### config.mk
export PLATFORM = sky130hd
export DESIGN_NAME = mem_stage
export DESIGN_NICKNAME = d
export VERILOG_FILES = /design/src/rtl/mem_stage.sv
export SDC_FILE = /design/constraint.sdc
export NUM_CORES = 1
export LEC_CHECK = 0
export CAP_MARGIN = 30
export CORE_ASPECT_RATIO = 1.4
export CORE_MARGIN = 2
export CORE_UTILIZATION = 43
export CTS_CLUSTER_SIZE = 24
export DETAILED_ROUTE_END_ITERATION = 6
export GPL_TIMING_DRIVEN = 0
export HOLD_SLACK_MARGIN = 0.15
export PLACE_DENSITY = 0.84
export SLEW_MARGIN = 10
export SYNTH_ARGS = -nofsm -noshare
export SYNTH_HDL_FRONTEND = slang
export SYNTH_SLANG_ARGS = --single-unit
### constraint.sdc
create_clock -name clk -period 2.95 [get_ports clk]
set_clock_uncertainty 0.2 [all_clocks]
set_input_delay 0.59 -clock clk [delete_from_list [all_inputs] [get_ports clk]]
set_output_delay 0.59 -clock clk [all_outputs]
set_load 0.02 [all_outputs]
### src/rtl/mem_stage.sv
// mem_stage: memory pipeline stage of the RV32IM core.
// Runs one data-bus access at a time (request/grant, then read-data valid
// for loads). It lane-aligns store data, extracts and extends load data, and
// registers the writeback fields. It holds stall_mem_o until the access completes.
// Optional feature: define MEM_MISALIGN_CHECK_EN to flag misaligned half/word
// accesses. A flagged access is not issued and its register write is suppressed.
module mem_stage #(
  parameter int DATA_WIDTH     = 32,
  parameter int REG_ADDR_WIDTH = 5
) (
  input  logic                      clk,
  input  logic                      rst_n,
  input  logic [REG_ADDR_WIDTH-1:0] m_regfile_waddr_i,
  input  logic [DATA_WIDTH-1:0]     m_regfile_rd_i,
  input  logic                      m_regfile_wr_i,
  input  logic                      m_data_wr_i,
  input  logic                      m_data_rd_i,
  input  logic [DATA_WIDTH-1:0]     m_data_addr_i,
  input  logic [1:0]                m_data_be_i,
  input  logic                      m_is_load_store_i,
  input  logic [2:0]                m_LOAD_op_i,
  input  logic                      stall_general_i,
  output logic                      data_req_o,
  input  logic                      data_gnt_i,
  output logic                      data_we_o,
  output logic [DATA_WIDTH-1:0]     data_addr_o,
  output logic [3:0]                data_be_o,
  output logic [DATA_WIDTH-1:0]     data_wdata_o,
  input  logic [DATA_WIDTH-1:0]     data_rdata_i,
  input  logic                      data_rvalid_i,
  output logic                      stall_mem_o,
  output logic                      misalign_o,
  output logic [REG_ADDR_WIDTH-1:0] w_regfile_waddr_o,
  output logic [DATA_WIDTH-1:0]     w_regfile_wdata_o,
  output logic                      w_regfile_wr_o
);

  typedef enum logic [1:0] {
    IDLE   = 2'd0,
    REQ    = 2'd1,
    WAIT_R = 2'd2,
    DONE   = 2'd3
  } state_t;

  state_t state_reg, state_next;

  logic                  is_store;
  logic                  is_load;
  logic                  access;
  logic                  misalign;
  logic                  bus_access;
  logic                  size_byte;
  logic                  size_half;
  logic                  req_next;
  logic                  stall_next;
  logic [3:0]            be_lane;
  logic [DATA_WIDTH-1:0] wdata_lane;
  logic [DATA_WIDTH-1:0] byte_shift;
  logic [DATA_WIDTH-1:0] half_shift;
  logic [DATA_WIDTH-1:0] load_ext;
  logic [DATA_WIDTH-1:0] load_hold_reg;
  logic                  rvalid_hit;

  // A request with both rd and wr set is treated as a store.
  assign is_store  = m_data_wr_i;
  assign is_load   = m_data_rd_i & ~m_data_wr_i;
  assign access    = m_is_load_store_i & (m_data_rd_i | m_data_wr_i);
  assign size_byte = (m_data_be_i == 2'b00);
  assign size_half = (m_data_be_i == 2'b01);

`ifdef MEM_MISALIGN_CHECK_EN
  // Half must be 2-byte aligned, word (and reserved size) 4-byte aligned.
  assign misalign = access & ((size_half & m_data_addr_i[0]) |
                              (m_data_be_i[1] & (m_data_addr_i[1:0] != 2'b00)));
`else
  assign misalign = 1'b0;
`endif

  assign bus_access = access & ~misalign;
  assign rvalid_hit = (state_reg == WAIT_R) & data_rvalid_i;

  // Bus transaction FSM: state register.
  always_ff @(posedge clk or negedge rst_n) begin
    if (!rst_n) state_reg <= IDLE;
    else        state_reg <= state_next;
  end

  // Bus transaction FSM: next state, request and stall.
  always_comb begin
    state_next = state_reg;
    req_next   = 1'b0;
    stall_next = 1'b0;
    case (state_reg)
      IDLE: begin
        if (bus_access) begin
          req_next = 1'b1;
          if (data_gnt_i) begin
            state_next = is_store ? DONE : WAIT_R;
            stall_next = ~is_store;
          end else begin
            state_next = REQ;
            stall_next = 1'b1;
          end
        end
      end
      REQ: begin
        req_next = 1'b1;
        if (data_gnt_i) begin
          state_next = is_store ? DONE : WAIT_R;
          stall_next = bus_access & ~is_store;
        end else begin
          stall_next = bus_access;
        end
      end
      WAIT_R: begin
        if (data_rvalid_i) state_next = DONE;
        stall_next = bus_access & ~data_rvalid_i;
      end
      DONE: begin
        // Stay here while anything freezes the pipeline so the access is not re-issued.
        if (!stall_general_i) state_next = IDLE;
      end
      default: state_next = IDLE;
    endcase
  end

  // Byte-lane enables from size and low address bits.
  always_comb begin
    be_lane = 4'b1111;
    if (size_byte)      be_lane = 4'b0001 << m_data_addr_i[1:0];
    else if (size_half) be_lane = m_data_addr_i[1] ? 4'b1100 : 4'b0011;
  end

  // Store data replicated so every enabled lane carries the right byte.
  for (genvar gi = 0; gi < 4; gi++) begin : g_wlane
    assign wdata_lane[gi*8 +: 8] = size_byte ? m_regfile_rd_i[7:0] :
                                   size_half ? m_regfile_rd_i[(gi%2)*8 +: 8] :
                                               m_regfile_rd_i[gi*8 +: 8];
  end

  // Outputs are forced low while reset is held; bus fields only qualify a request.
  assign data_req_o   = req_next & rst_n;
  assign stall_mem_o  = stall_next & rst_n;
  assign misalign_o   = misalign & rst_n;
  assign data_we_o    = data_req_o & is_store;
  assign data_addr_o  = data_req_o ? {m_data_addr_i[DATA_WIDTH-1:2], 2'b00} : '0;
  assign data_be_o    = data_req_o ? be_lane : 4'b0000;
  assign data_wdata_o = data_req_o ? wdata_lane : '0;

  assign byte_shift = data_rdata_i >> {m_data_addr_i[1:0], 3'b000};
  assign half_shift = data_rdata_i >> {m_data_addr_i[1], 4'b0000};

  // Load extraction and sign/zero extension of the live read data.
  always_comb begin
    load_ext = '0;
    case (m_LOAD_op_i)
      3'b000: load_ext = {{24{byte_shift[7]}}, byte_shift[7:0]};
      3'b001: load_ext = {{16{half_shift[15]}}, half_shift[15:0]};
      3'b010: load_ext = data_rdata_i;
      3'b100: load_ext = {24'd0, byte_shift[7:0]};
      3'b101: load_ext = {16'd0, half_shift[15:0]};
      default: load_ext = '0;
    endcase
  end

  // Hold the extracted load data so a frozen pipeline can collect it later.
  always_ff @(posedge clk or negedge rst_n) begin
    if (!rst_n)          load_hold_reg <= '0;
    else if (rvalid_hit) load_hold_reg <= load_ext;
  end

  // Writeback register, advanced only when the pipeline moves.
  always_ff @(posedge clk or negedge rst_n) begin
    if (!rst_n) begin
      w_regfile_waddr_o <= '0;
      w_regfile_wdata_o <= '0;
      w_regfile_wr_o    <= 1'b0;
    end else if (!stall_general_i) begin
      w_regfile_waddr_o <= m_regfile_waddr_i;
      w_regfile_wr_o    <= m_regfile_wr_i & ~m_data_wr_i & ~misalign;
      if (access & is_load)
        w_regfile_wdata_o <= rvalid_hit ? load_ext : load_hold_reg;
      else
        w_regfile_wdata_o <= m_regfile_rd_i;
    end
  end

endmodule
Yosys cells after proc, flatten, opt, wreduce, memory -nomap -nowiden
Cells that the tools add are included.
{"block": "totals", "reg_bits": 72, "in_bits": 115, "out_inout_bits": 110, "wordCells": 64}
{"block": "classes", "n_eq_ne": 12, "n_shift": 3, "n_mux": 27, "bitwise": 13, "n_reduce_logical": 4}
{"op": "$pmux 32 s5", "n": 1}
{"op": "$mux 32", "n": 4}
{"op": "$mux 8", "n": 5}
{"op": "$shr 32x5->16", "n": 1}
{"op": "$shr 32x5->8", "n": 1}
{"op": "$mux 4", "n": 4}
{"op": "$and 1x1->1", "n": 10}
{"op": "$mux 2", "n": 5}
{"op": "$ne 2x2->1 const B", "n": 4}
{"op": "$pmux 2 s4", "n": 1}
{"op": "$eq 3x3->1 const B", "n": 2}
{"op": "$mux 1", "n": 5}
{"op": "$eq 2x1->1 const B", "n": 2}
{"op": "$eq 2x2->1 const B", "n": 2}
{"op": "$logic_not 2->1", "n": 2}
{"op": "$reduce_and 4->1", "n": 1}
{"op": "$shl 1x2->4 const A", "n": 1}
{"op": "$eq 3x1->1 const B", "n": 1}
{"op": "$eq 3x2->1 const B", "n": 1}
{"op": "$logic_not 3->1", "n": 1}
{"op": "$pmux 1 s3", "n": 1}
{"op": "$not 1->1", "n": 2}
{"op": "$pmux 1 s2", "n": 1}
{"op": "$or 1x1->1", "n": 1}

Longest topological paths before layout
{"block": "depth", "depth_word": 6, "depth_mapped": 9, "mapped_depth_nobuf": 7}

Least setup slack after synthesis
OpenSTA, ideal clock, no wires.
{"block": "synth_path", "path_type": "flip-flop to output port", "start": "reg state_reg[0]", "end": "out stall_mem_o", "t_arrival_ns": 2.169, "required_ns": 2.160, "setup_slack_ns": -0.009, "stages_incl_launch_ff": 7, "n_path_buf": 1, "cell_sequence": "dfrtp_1 -> inv_1 -> ha_1 -> clkbuf_1 -> o21ai_0 -> nand2_1 -> a2111oi_0"}
{"block": "synth_between", "elab_chain_cells": 3, "elab_cells_between_ends": 5, "cone_classes": "2 x eq/ne; 1 x mux; 1 x bitwise; 1 x reduce/logical"}
{"element": "start, declared", "line": "45", "text": "state_t state_reg, state_next;"}
{"element": "start signal, assigned", "line": "85", "text": "else state_reg <= state_next;"}
{"element": "$eq 2x2->1, or another cell as far along", "line": "93", "text": "case (state_reg)"}
{"element": "$pmux 1 s3 *", "line": "93"}
{"element": "$and 1x1->1 *", "line": "143", "text": "assign stall_mem_o = stall_next & rst_n;"}
{"element": "end, declared", "line": "31", "text": "output logic stall_mem_o,"}
Every way passes the cells marked *; elsewhere a longest branch is shown, timed or not.

Worst setup path in the final report
{"block": "layout_path", "start": "in m_data_be_i[1]", "end": "out data_wdata_o[22]"}
{"block": "layout_between", "elab_chain_cells": 4, "elab_cells_between_ends": 5, "cone_classes": "1 x eq/ne; 3 x mux; 1 x reduce/logical"}
{"element": "start, declared", "line": "19", "text": "input logic [1:0] m_data_be_i,"}
{"element": "$eq 2x1->1", "line": "69", "text": "assign size_half = (m_data_be_i == 2'b01);"}
{"element": "$mux 8", "line": "137", "text": "size_half ? m_regfile_rd_i[(gi%2)*8 +: 8] :"}
{"element": "$mux 8 *", "line": "136", "text": "assign wdata_lane[gi*8 +: 8] = size_byte ? m_regfile_rd_i[7:0] :"}
{"element": "$mux 32 *", "line": "148", "text": "assign data_wdata_o = data_req_o ? wdata_lane : '0;"}
{"element": "end, declared", "line": "28", "text": "output logic [DATA_WIDTH-1:0] data_wdata_o,"}
Marks and branches as above.

==> results.toml <==
[timing]
report.final.setup_viol = 0
worstMarginPinSlew_ps = 718.8
rsz0062_at_grt = "false"
slew_headroom_pct = 51.98
period_share_pct = 99.01
finalCriticalPeriod_ps = 2921
hold_slack_ps = 146.9
hold_viol = 0
slew_violations = 0
max_freq_mhz = 342.4

[critical_path]
worstSetupStartpointType = "primary input"
end_kind = "output pin"
cp_top_family = "buffers and inverters"
worst-path-buf-inv = 4
crit_type = "primary input to output pin"
critPathArrivalTime_ps = 2130
slowest_stage = "clkdlybuf4s50_1"
path_max_fanout = 10
worstPathRequired_ps = 2160
slowest_delay_ps = 520
path_cells = "clkdlybuf4s50_1, buf_4, buf_8, mux2i_4, nor2_1, clkdlybuf4s15_2"

[logic_synthesis]
yosys_warnings = 0
synthArstFlopShare_pct = 100.0
syn_avg_cell_area_um2 = 8.631
syn_area_um2 = 5084
syn-instance-count = 589
synth-seq-area-share_pct = 35.44
yosys.cell_types.count = 54
synth-seq-cells = 72
synth_edf_count = 0
ys.flop_type = "dfrtp_1"

[power_and_ir_drop]
powerDensity_nw_per_um2 = 539.0
p_leak_nw = 3.647
power_mw = 4.294
peakVddDrop_v = 0.0003466

[drt]
first_pass_iters = 6
remaining_drc_errors = 0
viasPerCell = 5.757
drt_wl_total_um = 20790
drt_iter0_drc = 403
wl_per_cell_um = 21.30
num_vias = 5619
final_antenna_net_count = 0

[clocking]
numCtsBuffers = 9
cts_tree = "built"
clk_latency_ps = 340
cts_root_buffer = "clkbuf_16"
cts_max_level = 3
clockBufferDepth = 2
clock_sinks = 72
cts.clk_slew.worst_paths_ps = 50

[floorplan]
dieArea_um2 = 12720
fp.dieH_um = 132.7
start_util_pct = 43.44
rows = 47
die_width_um = 95.90
pin_count = 225
coreArea_um2 = 11700

[global_route]
grt_usage_pct = 32.64
antenna_found_initial = 0
grt_max_degree = 52
grt_pass1_vias = 5480
grt-ovfl-total = 0
grt_pass1_wl_um = 30980

[min_path]
hp-class = "primary input to asynchronous set/reset pin"

[place]
dp_cells = 958
hpwl_um = 16190
place_congestion = 0.9013
io_buffers = 219

[final_layout]
diodes = 0
final_nets = 945
fin_cells = 976
drive_gt1_share_pct = 20.14
syn2layout_area_growth_pct = 56.71

[flow_run]
drv_cap = 0

[status]
status = "finished, final reports clean"
## where the power goes
| group | total (mW) | internal [mW] | switching, mW | leakage, nW |
|---|---|---|---|---|
| Clock | 1.09 | 0.672 | 0.415 | 0.139 |
| Combinational | 1.99 | 0.880 | 1.11 | 2.59 |
| Sequential | 1.21 | 1.13 | 0.0804 | 0.915 |
## synthesized netlist by cell type (2+ instances only)
master,count,share of area [%]
nand2_1,78,5.8
dfrtp_1,72,35
and2_1,49,6.0
nor2_1,49,3.6
o21ai_0,39,3.8
a21o_1,33,4.9
a21oi_1,29,2.9
mux2i_1,27,5.3
clkbuf_1,25,1.8
nand2b_1,25,3.1
mux2_2,16,3.5
a21boi_0,15,2.2
a211oi_1,13,1.9
buf_2,13,1.3
o32a_2,10,2.2
inv_1,7,0.52
nor2b_1,7,0.86
buf_4,6,0.89
o21ai_1,6,0.59
a222oi_1,5,0.98
a22o_1,5,0.86
a31o_2,5,0.86
ha_1,5,1.2
o32a_1,5,0.98
buf_6,4,0.89
a31o_1,3,0.52
nand3_1,3,0.30
o31ai_1,3,0.44
a22oi_1,2,0.30
a2bb2oi_1,2,0.34
buf_1,2,0.15
o2111ai_1,2,0.34
o211ai_2,2,0.49
or2_2,2,0.25
## per-stage QoR
stage	worst slack (ps)	setup TNS (ps)	utilization, %	cell area [µm²]
2_1_floorplan	234.3	0	-	5092
5_1_grt	7.508	0	68.07	7966
3_5_place_dp	-1088	-66870	64.03	7493
6_report	29.26	0	68.07	7966
3_3_place_gp	-3465	-333740	63.82	7468
4_1_cts	-37.45	-86.51	67.89	7945
## what timing repair did
action                     4_1_cts  5_1_grt
pin swaps                        2        2
cloned                           0        0
hold buffers                     2        0
hold endpoints to repair        21        0
gates resized for setup        223       33
setup endpoints to repair       69       61
buffers inserted                 3        0
## cells by family after synthesis
family / share of synthesized area, %
AO/OA/AOI/OAI: 26.93
adder cells (fa/ha/maj): 1.231
buffers and inverters: 5.562
flip-flops: 35.44
multiplexers: 9.574
other: 0.07377
AND/OR/NAND/NOR: 21.19
## worst min-delay path, stage by stage
cell,delay (ps)
buf_4,110
buf_16,120
buf_16,240
## layout make-up
type | count | area (µm²)
Buffer | 47 | 299.0
Clock buffer | 12 | 246.5
Clock inverter | 3 | 42.54
Fill cell | 989 | 3736
Inverter | 7 | 28.78
Multi-Input combinational cell | 462 | 3072
Sequential cell | 72 | 1802
Tap cell | 147 | 183.9
Timing Repair Buffer | 226 | 2292
## final timing paths
kind | start | to | slack (ps) | cells past startpoint
worst max-delay path | m_data_be_i[1] | data_wdata_o[22] | 30 | 6
worst min-delay path | rst_n | load_hold_reg[22]$_DFF_PN0_ | 150 | 3
worst max register to register | state_reg[0]$_DFFE_PN0P_ | w_regfile_wdata_o[9]$_DFFE_PN0N_ | 160 | 8
worst min register to register | w_regfile_wr_o$_DFFE_PN0N_ | w_regfile_wr_o$_DFFE_PN0N_ | 280 | 2
max in group asynchronous | rst_n | load_hold_reg[9]$_DFF_PN0_ | 1630 | 3
min in group clk | w_regfile_wr_o$_DFFE_PN0N_ | w_regfile_wr_o$_DFFE_PN0N_ | 280 | 2
## per-layer routing
metal	routed length [µm]	track usage [%]	part of all wire [%]
met5	0	0	0
met4	605	11.75	2.9
met3	1665	6.549	8.0
met2	10650	54.70	51
met1	7867	41.10	38
## cells in the final DEF (no fill, tap or decap), drive strengths merged, types with 3 or more instances in the layout
master / instances
clkbuf: 32
nand2b: 25
dlymetal6s2s: 4
mux2i: 29
nor2b: 7
mux2: 16
a21o: 33
dlygate4sd2: 7
a21boi: 15
o2111ai: 3
a211oi: 13
dfrtp: 72
and2: 49
clkdlybuf4s50: 143
a31o: 8
buf: 47
inv: 7
ha: 5
nor2: 50
nand2: 78
a222oi: 5
clkdlybuf4s15: 51
nand3: 3
a22o: 5
a21oi: 29
conb: 3
o31ai: 3
o32a: 15
o21ai: 46
Note: power is estimated with default switching activity, not from simulation.
